File: config.mk
export PLATFORM = sky130hd
export DESIGN_NAME = riscv_memory_arbiter
export DESIGN_NICKNAME = d
export VERILOG_FILES = /design/src/rtl/riscv_memory_arbiter.sv
export SDC_FILE = /design/constraint.sdc
export NUM_CORES = 1
export LEC_CHECK = 0
export CORE_MARGIN = 2
export CORE_UTILIZATION = 30
export DETAILED_ROUTE_END_ITERATION = 8
export PLACE_DENSITY = 0.68
export RECOVER_POWER = 25
export SYNTH_ARGS = -nofsm -noshare
export SYNTH_HDL_FRONTEND = slang
export SYNTH_SLANG_ARGS = --single-unit
File: constraint.sdc
create_clock -name clock -period 5 [get_ports clock]
set_clock_uncertainty 0.2 [all_clocks]
set_input_delay 0.75 -clock clock [delete_from_list [all_inputs] [get_ports clock]]
set_output_delay 0.75 -clock clock [all_outputs]
set_load 0.01 [all_outputs]
File: src/rtl/riscv_memory_arbiter.sv
// Sequenced arbiter sharing one external memory port between the icache (read-only)
// and the dcache (read/write): one transaction in flight, owner-tagged responses, timeout.
module riscv_memory_arbiter #(
  parameter int unsigned STARVE_LIMIT = 4,
  parameter int unsigned TIMEOUT      = 255
) (
  input  logic        clock,
  input  logic        reset,
  input  logic        instr_read,
  input  logic [31:0] instr_address,
  output logic [31:0] instr_data,
  output logic        instr_ready,
  input  logic        data_read,
  input  logic        data_write,
  input  logic [31:0] data_address,
  input  logic [31:0] data_wdata,
  output logic [31:0] data_rdata,
  output logic        data_ready,
  output logic [31:0] memory_address,
  output logic        memory_read,
  output logic        memory_write,
  output logic [31:0] memory_out,
  input  logic [31:0] memory_in,
  input  logic        memory_read_ready,
  input  logic        memory_write_ready,
  output logic        bus_error
);

  localparam logic [7:0] STARVE_MAX  = 8'(STARVE_LIMIT);
  localparam logic [7:0] TIMEOUT_MAX = 8'(TIMEOUT);

  typedef enum logic [2:0] {IDLE, ISSUE, WAIT_I, WAIT_DR, WAIT_DW} state_t;
  typedef enum logic [1:0] {OWN_I, OWN_DR, OWN_DW} owner_t;

  state_t     state, state_nxt;
  owner_t     owner;
  logic [7:0] streak;
  logic [7:0] wait_count;
  logic       grant_i, grant_dr, grant_dw;
  logic       timeout_hit;
  logic       data_req;
  logic       instr_wins;
  logic       in_wait;

  assign data_req   = data_read | data_write;
  assign instr_wins = instr_read & (~data_req | (streak >= STARVE_MAX));
  assign in_wait    = (state == WAIT_I) | (state == WAIT_DR) | (state == WAIT_DW);

  always_ff @(posedge clock or negedge reset) begin
    if (!reset) state <= IDLE;
    else        state <= state_nxt;
  end

  always_comb begin
    state_nxt   = state;
    grant_i     = 1'b0;
    grant_dr    = 1'b0;
    grant_dw    = 1'b0;
    timeout_hit = 1'b0;
    instr_ready = 1'b0;
    instr_data  = '0;
    data_ready  = 1'b0;
    data_rdata  = '0;
    case (state)
      IDLE: begin
        // a simultaneous read+write from the dcache issues only the write
        if (instr_wins) begin
          grant_i   = 1'b1;
          state_nxt = ISSUE;
        end else if (data_write) begin
          grant_dw  = 1'b1;
          state_nxt = ISSUE;
        end else if (data_read) begin
          grant_dr  = 1'b1;
          state_nxt = ISSUE;
        end
      end
      ISSUE: begin
        case (owner)
          OWN_I:   state_nxt = WAIT_I;
          OWN_DR:  state_nxt = WAIT_DR;
          default: state_nxt = WAIT_DW;
        endcase
      end
      WAIT_I: begin
        if (memory_read_ready) begin
          instr_ready = 1'b1;
          instr_data  = memory_in;
          state_nxt   = IDLE;
        end else if (wait_count >= TIMEOUT_MAX) begin
          instr_ready = 1'b1;
          timeout_hit = 1'b1;
          state_nxt   = IDLE;
        end
      end
      WAIT_DR: begin
        if (memory_read_ready) begin
          data_ready = 1'b1;
          data_rdata = memory_in;
          state_nxt  = IDLE;
        end else if (wait_count >= TIMEOUT_MAX) begin
          data_ready  = 1'b1;
          timeout_hit = 1'b1;
          state_nxt   = IDLE;
        end
      end
      WAIT_DW: begin
        if (memory_write_ready) begin
          data_ready = 1'b1;
          state_nxt  = IDLE;
        end else if (wait_count >= TIMEOUT_MAX) begin
          data_ready  = 1'b1;
          timeout_hit = 1'b1;
          state_nxt   = IDLE;
        end
      end
      default: state_nxt = IDLE;
    endcase
  end

  always_ff @(posedge clock or negedge reset) begin
    if (!reset) begin
      owner          <= OWN_I;
      streak         <= '0;
      wait_count     <= '0;
      bus_error      <= 1'b0;
      memory_address <= '0;
      memory_read    <= 1'b0;
      memory_write   <= 1'b0;
      memory_out     <= '0;
    end else begin
      memory_read  <= grant_i | grant_dr;
      memory_write <= grant_dw;
      if (grant_i | grant_dr | grant_dw) begin
        memory_address <= grant_i ? instr_address : data_address;
        memory_out     <= grant_dw ? data_wdata : 32'h0;
        owner          <= grant_i ? OWN_I : (grant_dw ? OWN_DW : OWN_DR);
      end
      // streak only counts data grants that actually made an instruction fetch wait
      if (state == IDLE) begin
        if (!instr_read || grant_i)
          streak <= '0;
        else if ((grant_dr | grant_dw) && (streak != 8'hFF))
          streak <= streak + 8'd1;
      end
      if (state == ISSUE)
        wait_count <= '0;
      else if (in_wait && (wait_count != 8'hFF))
        wait_count <= wait_count + 8'd1;
      if (timeout_hit)
        bus_error <= 1'b1;
    end
  end

endmodule

* Word level (Yosys, flattened, before mapping) *
Index checks and enable logic that the tools add are counted.

word-level totals
  register bits = 88
  bits of input ports = 135
  output and inout bits = 133
  word-level logic and storage cells = 76

operators by class
  $add $sub $neg = 2
  magnitude comparators = 2
  equality and inequality tests = 8
  muxes and demuxes = 36
  bitwise logic cells = 9
  reduce and logical (&&, ||, !) cells = 10

operators by type and width
  operator                                                                              count
  32-bit two-way mux                                                                    5
  8-bit two-way mux                                                                     4
  3-bit two-way mux                                                                     6
  8-bit by 1-bit adder with 8-bit output (second input constant)                        2
  8-bit inequality test (second input constant)                                         2
  1-bit two-way mux                                                                     15
  3-bit one-hot mux with 4 select lines                                                 1
  8-bit by 3-bit greater-or-equal comparator with 1-bit output (second input constant)  1
  8-bit greater-or-equal comparator (second input constant)                             1
  1-bit OR                                                                              7
  3-bit by 2-bit equality test with 1-bit output (second input constant)                2
  3-bit one-hot mux with 2 select lines                                                 1
  2-bit two-way mux                                                                     2
  4-bit inequality test (second input constant)                                         1
  1-bit one-hot mux with 2 select lines                                                 2
  2-bit nonzero test                                                                    2
  3-bit by 1-bit equality test with 1-bit output (second input constant)                1
  3-bit equality test (second input constant)                                           1
  3-bit logical NOT                                                                     1
  2-bit by 1-bit equality test with 1-bit output (second input constant)                1
  1-bit logical AND                                                                     2
  2-bit logical NOT                                                                     1
  2-bit AND reduction                                                                   1
  2-bit OR reduction                                                                    1
  4 further kinds                                                                       4

* Longest topological paths before layout *
Gate-level depths: netlist of the first run.

  depth in word-level cells = 10
  gate-level depth with buffers = 7
  gate-level depth less buffers = 5

* Least setup slack after synthesis of the first run *
OpenSTA, ideal clock, no wires.

  path type = register to output
  start point = register state[1]
  end point = output instr_data[10]
  arrival = 1.545 ns
  required time = 4.050 ns
  slack = 2.505 ns
  stages on the path, launching flop included = 7
  path buffers = 3
  cells stage by stage = dfrtp_1 -> clkbuf_1 -> nor2b_1 -> nand2b_1 -> clkbuf_1 -> clkbuf_1 -> nor2_1

between the ends
  cells in the longest elaborated chain, start to end = 2

RTL lines
  element                                         line  RTL
  start, declared                                 35    state_t state, state_nxt;
  start signal, assigned                          51    else state <= state_nxt;
  3-bit by 2-bit equality test with 1-bit output  64    case (state)
  32-bit two-way mux                              64
  end, declared                                   11    output logic [31:0] instr_data,

Every way passes these cells.

* Worst setup path after layout of the first run *
  start point = register state[1]
  end point = output data_ready

between the ends
  cells in the longest elaborated chain, start to end = 2
  elaborated cells between the ends (all ways) = 3

RTL lines
  element                                                                                line  RTL
  3-bit equality test or 3-bit by 2-bit equality test with 1-bit output (tied branches)  64
  1-bit one-hot mux with 2 select lines *                                                64
  end, declared                                                                          18    output logic data_ready,

Mark *: on every way between the ends. The rest lies on a longest branch, timed or not.

==> results of run 1 <==
==> registers in the layout, summed over array words and instances (netlist names) <==
name and flops:
memory_out 32, owner 2, memory_address 32, wait_count 8, memory_write 1, memory_read 1
bus_error 1, streak 8, state 3
==> routing by layer <==
metal	global-route usage	wire, um
met1	0.219	5680
met2	0.332	7650
met3	0.0540	1160
met4	0.0596	218
met5	0	0
==> cell type report <==
type	count	area (sq um)
well taps	180	225
multi-input cells	296	1850
clock inverters	6	66.3
flip-flops and latches	88	2200
fillers	1197	6530
clock buffers	10	239
inverters	6	22.5
repair buffers	271	2690
==> logic make-up after synthesis <==
| kind of cell | count (synthesis) | synth area share |
|---|---|---|
| simple gates | 189 | 0.212 |
| mux | 1 | 0.00236 |
| flops | 88 | 0.519 |
| fa+ha+maj | 3 | 0.00885 |
| compound gates | 103 | 0.212 |
| buf+inv | 39 | 0.0460 |
==> how the worst min path moves through the flow <==
stage	startpoint	endpoint	slack, ps	cells after the start
3_5_place_dp	bus_error$_DFFE_PN0P_	bus_error$_DFFE_PN0P_	260	1
4_1_cts	reset	memory_address[2]$_DFFE_PN0P_	290	1
3_3_place_gp	bus_error$_DFFE_PN0P_	bus_error$_DFFE_PN0P_	260	1
5_1_grt	bus_error$_DFFE_PN0P_	bus_error$_DFFE_PN0P_	300	1
6_report	bus_error$_DFFE_PN0P_	bus_error$_DFFE_PN0P_	280	1
2_1_floorplan	reset	bus_error$_DFFE_PN0P_	250	0
==> synth_stat cells, drive strengths merged (4+ instances only) <==
cell type	count
o22ai	5
o221a	32
buf	10
nor2	78
inv	6
o21ai	7
nand2b	35
nor3	4
and3	4
nand2	43
clkbuf	23
o31ai	5
nand3	10
a22o	32
a21oi	8
dfrtp	88
==> report_power, final <==
group | switching, mW | internal (mW)
logic | 0.754 | 0.918
registers | 0.167 | 0.981
clock network | 0.281 | 0.402
==> stage by stage <==
step	power [mW]	worst slack, ps
finish	3.50	1170
CTS	3.55	1170
floorplan	2.00	2510
detailed placement	2.84	1560
global route	3.73	628
global placement	2.80	1630
==> worst register-to-register path, stage by stage (launching register included) <==
cell     delay, ps
dfrtp_1        410
or4_4          560
o31ai_2        300
nand2_1        760
o221a_1        530
==> metrics.md, run 1 <==
| Metric | Value |
|---|---|
| Yosys top cell area share | 0.519 |
| Reg2Reg Launch Point | streak[4]$_DFFE_PN0P_ |
| Number of cells produced by synthesis | ~420 |
| Cell area power density | around 480 nW/um^2 |
| Final Critical Period | 3830 ps |
| CP Data Required Time | about 4100 ps |
| Yosys cell types | 45 |
| R2r worst-path depth | 4 |
| Routed WL per cell | approximately 17 um |
| MaxCap Viol Count | 1 |
| Final WL | approximately 15000 um |
| Vias | ~4200 |
| Placed cell area | 7000 sq um |
| Number of stages on the worst setup path | 4 |
| Tot GR Track Use | 0.188 |
| Synthesis-to-finish area growth | 72.0% |
| Final design utilization | 0.528 |
| Synthesized area | 4240 sq um |
| Hold Crit Class | flop to flop |
| Global-route wire length before repair | between 20000 and 25000 um |
| CTS buffer count | 9 |
| Critical Path Max Stage Delay | about 670 ps |
| Sequential area share after synthesis | 0.519 |
| CP arrival | roughly 2900 ps |
| WP buf/inv | 1 |
| Critical path peak fanout | 33 |
| Clock Tree Root | clkbuf_16 |
| Synth Net Count | about 560 |
| Post-route ant nets | 0 |
| Final hold violation count | 0 |
| Vias/cell | 4.92 |
| CTS max path bufs | 2 |
| Largest net degree at the start of global routing | between 50 and 60 |
| Status | complete, but fails checks |
| Crit-path slowest cell | nand2_1 |
| Synth area leaders | dfrtp_1 (52%), o221a_1 (8.5%), nor2_1 (6.9%), a22o_1 (6.6%), nand2b_1 (5.2%) |
| CTS tree | built |
| Failing checks | max-capacitance violations, max-slew violations |
| RSZ-0062 raised after global routing | false |
| Worst-Skew Late Latency | around 330 ps |
| CP Class | flop to primary output |
| CTS sink cnt | a little under 90 |
| Post-cts resize count | 0 |
| Main synth FF type | dfrtp_1 |
| Placed instance count | between 800 and 900 |
| Hold bufs inserted after CTS | 0 |
| Setup slack, reg-to-reg | ~2100 ps |
| Setup_tns | 0 ps |
| CP endpoint kind | primary output |
| Final Cycle Share | 0.765 |
| H-tree lvl count | 3 |
| Post-synth EDFFs | 0 |
| Fmax | roughly 0.26 GHz |
| Relative slew slack | -0.991 |
| Yosys warning total | 0 |
| Die W | around 120 um |
| Cell accounting for the most synthesized area | dfrtp_1 |
| # DRC | 0 |
| Clock transition at the registers of the reported paths | around 70 ps |
| Setup Viol. Count Final | 0 |
| Commonest non-fill, non-tap cell in the layout | clkdlybuf4s50_1 |
| Final non-filler cell total | roughly 860 |
| GP Congestion | between 0.9 and 1 |
| Number of I/O pins | about 270 |
| Initial antenna violation count | 0 |
| Ant diodes | 0 |
| Vias in the first global route | ~4200 |
| Family with the most delay on the worst path | simple AND/OR/NAND/NOR gates |
| CP Launch Type | flop |
| Synth Register Bits | about 90 |
| Die area | between 15000 and 20000 sq um |
| RR Endpoint | memory_address[10]$_DFFE_PN0P_ |
| Number of port buffers | between 200 and 300 |
| Nets | between 800 and 900 |
| Critical path origin | state[1]$_DFFE_PN0P_ |
| Site Rows | between 40 and 50 |
| Leakage power | about 2.9 nW |
| Most frequent cells in the layout | clkdlybuf4s50_1 (266), dfrtp_1 (88), nor2_1 (78) |
| Ys async rst share | 1.00 |
| Initial Utilization | 0.307 |
| Layout cells sized above 1 | 0.0384 |
| TritonRoute pass-1 iters | 5 |
| Dpl hpwl | approximately 11000 um |
| Slew Viols, Final | slightly below 60 |
| Worst-case hold slack | around 280 ps |
| Synthesized area per cell | 10.0 sq um |
| VDD IR max | 0.214 mV |
| Worst-Margin Slew | 2990 ps |
| Post-CTS setup buffers | 0 |
| Initial DRC Count | 291 |
| CP Capture Point | data_ready |
| Core Area | 13800 sq um |
| Critical path, cell by cell | nor2b_1 > nand2_1 > o22ai_1 > clkdlybuf4s50_1 |
| Congestion Overflow GR | 0 |
| Final instance area | approximately 7300 sq um |
| DIE HEIGHT | 123 um |
Power figures use the tool's default switching activity.
==> run 2, diff against run 1 <==
- clock period: 5 -> 3.66 ns (I/O delays scaled with it)
==> run 2 against run 1 <==
The run still ends with max-capacitance violations, max-slew violations left. Critical path depth is 1 higher. Die area stayed put. Routed wire length is 2.0% lower. Largest power group unchanged. Highest routed layer unchanged.
==> metrics.md, run 2 (synthesis gave the netlist of run 1 again) <==
| Metric | Value |
|---|---|
| CP Data Required Time | 2910 ps |
| RSZ-0062 raised after global routing | false |
| Fmax | between 0.3 and 0.4 GHz |
| Final hold violation count | 0 |
| Congestion Overflow GR | 0 |
| Vias in the first global route | between 4000 and 5000 |
| TritonRoute pass-1 iters | 5 |
| Family with the most delay on the worst path | buffers and inverters |
| CP Class | flop to primary output |
| Clock Tree Root | clkbuf_16 |
| Slew Viols, Final | 37 |
| Tot GR Track Use | 0.184 |
| Biggest regs | memory_address (32), memory_out (32) |
| Clock transition at the registers of the reported paths | ~70 ps |
| CTS max path bufs | 2 |
| Ant diodes | 0 |
| # DRC | 0 |
| Layout cells sized above 1 | 0.0426 |
| Routed WL per cell | 16.7 um |
| Total power | 4.76 mW |
| Initial antenna violation count | 0 |
| VDD IR max | roughly 0.22 mV |
| Critical path peak fanout | 33 |
| Site Rows | 43 |
| Nets | 814 |
| Core Area | approximately 14000 sq um |
| Worst-Margin Slew | around 1900 ps |
| Final design utilization | 0.530 |
| Number of port buffers | between 200 and 300 |
| H-tree lvl count | 3 |
| Synthesis-to-finish area growth | 72.8% |
| Cell area power density | around 650 nW/um^2 |
| WP buf/inv | 2 |
| Vias | ~4200 |
| Most frequent cells in the layout | clkdlybuf4s50_1 (266), dfrtp_1 (88), nor2_1 (78) |
| Critical path, cell by cell | nor2b_1 > nand2_1 > buf_4 > nor2_1 > clkdlybuf4s50_1 |
| Post-route ant nets | 0 |
| DIE HEIGHT | roughly 120 um |
| MaxCap Viol Count | 1 |
| Largest net degree at the start of global routing | 46 |
| Relative slew slack | -0.256 |
| Final Cycle Share | 0.862 |
| Number of I/O pins | 268 |
| CTS tree | built |
| CP Launch Type | flop |
| Failing checks | max-capacitance violations, max-slew violations |
| Fill cells | around 1200 |
| Global-route wire length before repair | between 20000 and 25000 um |
| Hold Crit Class | flop to flop |
| Worst-case hold slack | around 280 ps |
| CP endpoint kind | primary output |
| CP arrival | between 2000 and 2500 ps |
| GP Congestion | 0.913 |
| Placed instance count | approximately 840 |
| Die W | around 120 um |
| Final Critical Period | 3150 ps |
| Final non-filler cell total | 861 |
| Setup Viol. Count Final | 0 |
| Worst-Skew Late Latency | between 300 and 400 ps |
| Leakage power | around 2.9 nW |
| Initial Utilization | 0.307 |
| CTS sink cnt | 88 |
| Status | complete, but fails checks |
| CTS buffer count | 9 |
| Die area | about 15000 sq um |
| Commonest non-fill, non-tap cell in the layout | clkdlybuf4s50_1 |
| Crit-path slowest cell | clkdlybuf4s50_1 |
| Setup_tns | 0 ps |
| Initial DRC Count | roughly 240 |
| Critical Path Max Stage Delay | ~570 ps |
| Final WL | around 14000 um |
| Dpl hpwl | approximately 11000 um |
| Vias/cell | 4.91 |
run 2: cell types whose count changed in the layout (fill, tap and decap cells not counted), sizes merged:
cell / change
dlygate4sd3: +1
bufinv: -1
clkinvlp: -2
clkbuf: -1
inv: +4
buf: +3
run 2: worst register-to-register path, stage by stage, from the launching register on:
cell and delay [ps]:
dfrtp_1 410, or4_4 560, o31ai_2 290, and3_1 1020, a22o_1 320
run 2: layout make-up:
class / instances / area (sq um) / share of cell area
inverters: 6 / 22.5 / 0.00307
clock inverters: 7 / 58.8 / 0.00802
well taps: 180 / 225 / 0.0307
flip-flops and latches: 88 / 2200 / 0.300
repair buffers: 275 / 2750 / 0.375
multi-input cells: 296 / 1850 / 0.252
clock buffers: 9 / 225 / 0.0307
run 2: final timing paths:
path	depth (start not counted)	slack (ps)	endpoint	from
max	5	510	data_rdata[10]	state[1]$_DFFE_PN0P_
min	1	280	bus_error$_DFFE_PN0P_	bus_error$_DFFE_PN0P_
max reg2reg	4	800	memory_out[10]$_DFFE_PN0P_	streak[4]$_DFFE_PN0P_
min reg2reg	1	280	bus_error$_DFFE_PN0P_	bus_error$_DFFE_PN0P_
max in group asynchronous	3	670	memory_address[14]$_DFFE_PN0P_	reset
min in group asynchronous	2	1080	memory_address[29]$_DFFE_PN0P_	reset
run 2: what timing repair did:
action	4_1_cts	5_1_grt
gates resized for setup	0	0
buffers inserted	0	0
hold buffers	1	0
endpoints found under the hold margin	34	0
run 2: stage by stage:
step | area (sq um) | setup slack [ps]
after floorplan | 4240 | 1370
after global placement | 7050 | 625
after detailed placement | 7050 | 627
after CTS | 7340 | 497
after global routing | 7330 | 257
final | 7330 | 505
run 2: per-layer routing:
layer,global-route usage,part of all wire
met5,0,0
met4,0.0532,0.016
met3,0.0521,0.080
met2,0.321,0.51
met1,0.222,0.39
run 2: where the power goes:
group | switching (mW) | total [mW] | internal (mW)
combinational | 1.03 | 2.31 | 1.28
clock | 0.407 | 0.880 | 0.474
sequential | 0.228 | 1.57 | 1.34
total | 1.66 | 4.76 | 3.09
